## src/rtl/multi_click_decoder.sv

```systemverilog
// multi_click_decoder: groups press pulses within a gap window into click events queued over valid/ready
module multi_click_decoder #(
  parameter int CLK_FREQUENCY = 10_000_000,
  parameter int WINDOW_HZ = 4,
  parameter int MAX_CLICKS = 3,
  parameter int FIFO_DEPTH = 4
) (
  input  logic       clk,
  input  logic       reset,
  input  logic       press,
  output logic       event_valid,
  input  logic       event_ready,
  output logic [3:0] event_count,
  output logic       dropped
);
  localparam int AW = $clog2(FIFO_DEPTH);
  localparam logic [25:0] T_LAST = 26'(CLK_FREQUENCY / WINDOW_HZ - 1);
  localparam logic [3:0] MAX_C = 4'(MAX_CLICKS);
  typedef enum logic {IDLE, GATHER} state_t;
  state_t state;
  logic [3:0] cnt, nxt_cnt, push_val;
  logic [25:0] timer;
  logic [3:0] mem [FIFO_DEPTH];
  logic [AW:0] wp, rp;
  logic push, pop, full;
  assign nxt_cnt = state == IDLE ? 4'd1 : cnt + 4'd1;
  always_comb begin
    push = press ? nxt_cnt == MAX_C : state == GATHER && timer == T_LAST;
    push_val = press ? nxt_cnt : cnt;
  end
  assign event_valid = wp != rp;
  assign full = (wp ^ rp) == {1'b1, {AW{1'b0}}};
  assign pop = event_valid && event_ready;
  assign event_count = event_valid ? mem[rp[AW-1:0]] : 4'd0;
  always_ff @(posedge clk) begin
    if (reset) begin
      state <= IDLE;
      cnt <= 4'd0;
      timer <= 26'd0;
      wp <= '0;
      rp <= '0;
      dropped <= 1'b0;
    end else begin
      if (press) begin
        cnt <= nxt_cnt;
        timer <= 26'd0;
        state <= push ? IDLE : GATHER;
      end else if (state == GATHER) begin
        if (push) state <= IDLE;
        else timer <= timer + 26'd1;
      end
      if (push && (!full || pop)) begin
        mem[wp[AW-1:0]] <= push_val;
        wp <= wp + 1'b1;
      end else if (push) dropped <= 1'b1;
      if (pop) rp <= rp + 1'b1;
    end
  end
endmodule

```

## config.mk

```make
export PLATFORM = sky130hd
export DESIGN_NAME = multi_click_decoder
export DESIGN_NICKNAME = d
export VERILOG_FILES = /design/src/rtl/multi_click_decoder.sv
export SDC_FILE = /design/constraint.sdc
export NUM_CORES = 1
export LEC_CHECK = 0
export ABC_AREA = 1
export CAP_MARGIN = 5
export CORE_UTILIZATION = 25
export CTS_CLUSTER_DIAMETER = 30
export DETAILED_ROUTE_END_ITERATION = 6
export PLACE_DENSITY = 0.47
export SYNTH_ARGS = -nofsm -noshare
export SYNTH_HDL_FRONTEND = slang
export SYNTH_SLANG_ARGS = --single-unit
```

## constraint.sdc

```tcl
create_clock -name clk -period 2.9 [get_ports clk]
set_clock_uncertainty 0.15 [all_clocks]
set_input_delay 0.725 -clock clk [delete_from_list [all_inputs] [get_ports clk]]
set_output_delay 0.725 -clock clk [all_outputs]
set_load 0.01 [all_outputs]
```

==> results.ini <==
[floorplan]
start_util_pct=26.1
io_pins=10
dieArea_sq_um=13200
die_w_um=115
core_sq_um=12200
rows=40
die_y_um=115

[detailed_routing]
ant_nets=0
avgViaCountPerCell=4.30
dr_total_vias=2735
drtIter0Drc=103
drc=0
firstDrtPassIters=4
wl_mm=7.37
wl_per_cell_um=11.6

[setup_path]
endpoint_kind=primary output
worstSetupPathType=flop to primary output
startpoint_type=flop
crit_path_start=wp[1]
slowest_delay_ps=460
worstReg2RegEnd=mem[3][0]
required_ps=2030
crit_slowest_cell=clkdlybuf4s50_1
r2r_start=timer[0]
cp.arrival_ps=1900
crit_end=event_count[1]
reg2reg_slack_ps=680
cp_num_cells=6
crit_family=simple AND/OR/NAND/NOR gates
worstPathCellList=or2_2 > a21oi_1 > nand2_2 > nand2_1 > inv_1 > clkdlybuf4s50_1
reg2reg_depth=9
crit_fanout=6
path_buf_inv=2

[yosys]
ys_types=29
yosysWarnings=0
synth_top_area_share_pct=25.1
yosysSeqAreaShare_pct=40.2
syn_area_sq_um=3190
netlist_top_cells_area=dfxtp_1 (25%), nand2_1 (19%), edfxtp_1 (15%)
ys_ff_latch=56
syn_inst=451
synth_largest_area_cell=dfxtp_1
synth_fp_nets=462
syn_area_per_cell_sq_um=7.07

[layout]
layout-drive-gt1-share_pct=9.83
stdcell_count=636
diodes=0
final_util_pct=30.0
area_growth_pct=14.7
nets=478

[cts]
cts_sinks=56
cts_tree=built
cts_resized=0
clockBufferDepth=2
cts-hold-fix-buffers=0
clock_latency_ps=300
clkTransAtPathRegs_ps=80
cts_setup_buffers=0
cts_buffers=5
h-tree-depth=2
root_buffer=clkbuf_16

[place]
place.gp.congestion=0.798
placedCellCount=628
port_buffers=9
dp_hpwl_mm=5.72

[sta]
min_period_ps=2770
rsz0062_at_grt=false
timing.fmax_mhz=361
hold_viol=0
fin_crit_sh_pct=95.6
slew_headroom_pct=67.5
worst-slew-pin-transition_ps=484
drv_slew=0
tns_ps=0
final-setup-viol-count=0

[grt]
antenna_found_initial=0
grt_usage_pct=12.3
grt-ovfl-total=0
grt_pass1_wl_mm=12.8
grt_pass1_vias=2698
grt_start_max_net_pins=27

[power_and_ir_drop]
p_per_area_nw_per_um2=455
p_total_mw=1.66
vdd_drop_max_uv=200
p_leak_nw=1.33

[outcome]
status=finished clean

[job]
drv_cap=0

[worst_hold_path]
hold_path.class=flop to flop

-- power by group --
part           total, mW  leakage [nW]  internal [mW]  switching (mW)
clock network      0.621        0.0742          0.324           0.296
logic              0.201         0.788         0.0826           0.118
registers          0.842         0.468          0.819          0.0227
-- cells by family (layout without fill, tap and decap cells) --
| group | count (synthesis) | in the layout | synth area share (%) |
|---|---|---|---|
| adders and majority gates | 7 | 7 | 2.75 |
| AOI/OAI and AO/OA | 51 | 51 | 9.81 |
| xor gates and xnor gates | 15 | 15 | 4.12 |
| buffers and inverters | 53 | 70 | 6.98 |
| and+or+nand+nor | 269 | 269 | 36.2 |
| DFF | 56 | 56 | 40.2 |
-- per-layer routing --
metal | GRT usage (%) | up-vias | part of all wire, %
met4 | 3.90 | 0 | 1.5
met5 | 0 | - | 0
met1 | 14.6 | 1232 | 47
met3 | 2.06 | 10 | 2.0
met2 | 22.7 | 27 | 50
li1 | - | 1466 | -
-- worst min-delay path by stage --
stage	from	endpoint	slack, ps	cells past startpoint
global placement	dropped	dropped	320	2
floorplan	timer[25]	timer[25]	310	2
detailed placement	timer[25]	timer[25]	330	2
global route	timer[25]	timer[25]	380	2
CTS	timer[25]	timer[25]	340	2
finish	timer[25]	timer[25]	340	2
-- registers in the layout (all words and copies together), names as in the netlist, named ones only --
| signal | cells |
|---|---|
| cnt | 4 |
| dropped | 1 |
| mem | 16 |
| rp | 3 |
| state | 1 |
| timer | 26 |
| wp | 3 |
-- Yosys cell counts, drive strengths merged --
cell type	number
a211oi	2
a21oi	36
buf	5
clkbuf	3
clkinv	2
dfxtp	40
edfxtp	16
ha	7
inv	43
nand2	163
nand3	17
nand3b	5
nand4	10
nor2	72
o21ai	9
o32ai	4
or2	2
xnor2	3
xor2	12
-- cells in the final DEF (no fill, tap or decap), drive strengths merged --
cell type,synthesis,layout
nand3b,5,5
nand2,163,163
nand4,10,10
edfxtp,16,16
o32ai,4,4
nand3,17,17
xor2,12,12
nor2,72,72
a21oi,36,36
clkbuf,3,5
ha,7,7
clkdlybuf4s50,0,9
buf,5,8
clkinv,2,4
xnor2,3,3
o21ai,9,9
dfxtp,40,40
or2,2,2
a211oi,2,2
inv,43,44
-- per-stage QoR --
stage / instance area [sq um] / setup slack (ps) / hold slack, ps
floorplan: 3190 / 666 / 308
global placement: 3510 / 192 / 324
detailed placement: 3510 / 148 / 328
CTS: 3660 / 63.3 / 339
global route: 3660 / 12.9 / 377
finish: 3660 / 127 / 337
-- layout make-up --
type / count / area, sq um
sequential: 56 / 1280
timing repair buffer: 17 / 163
inverter: 45 / 169
tap: 168 / 210
clock buffer: 5 / 125
clock inverter: 3 / 22.5
fill: 1385 / 8550
multi-input combinational: 342 / 1690
-- worst min-delay path, delay by kind of cell, from the launching register on --
kind	cells	cell delay [ps]
AOI/OAI and AO/OA	1	50
and+or+nand+nor	1	60
DFF	1	330
Note: power is estimated with default switching activity, not from simulation.
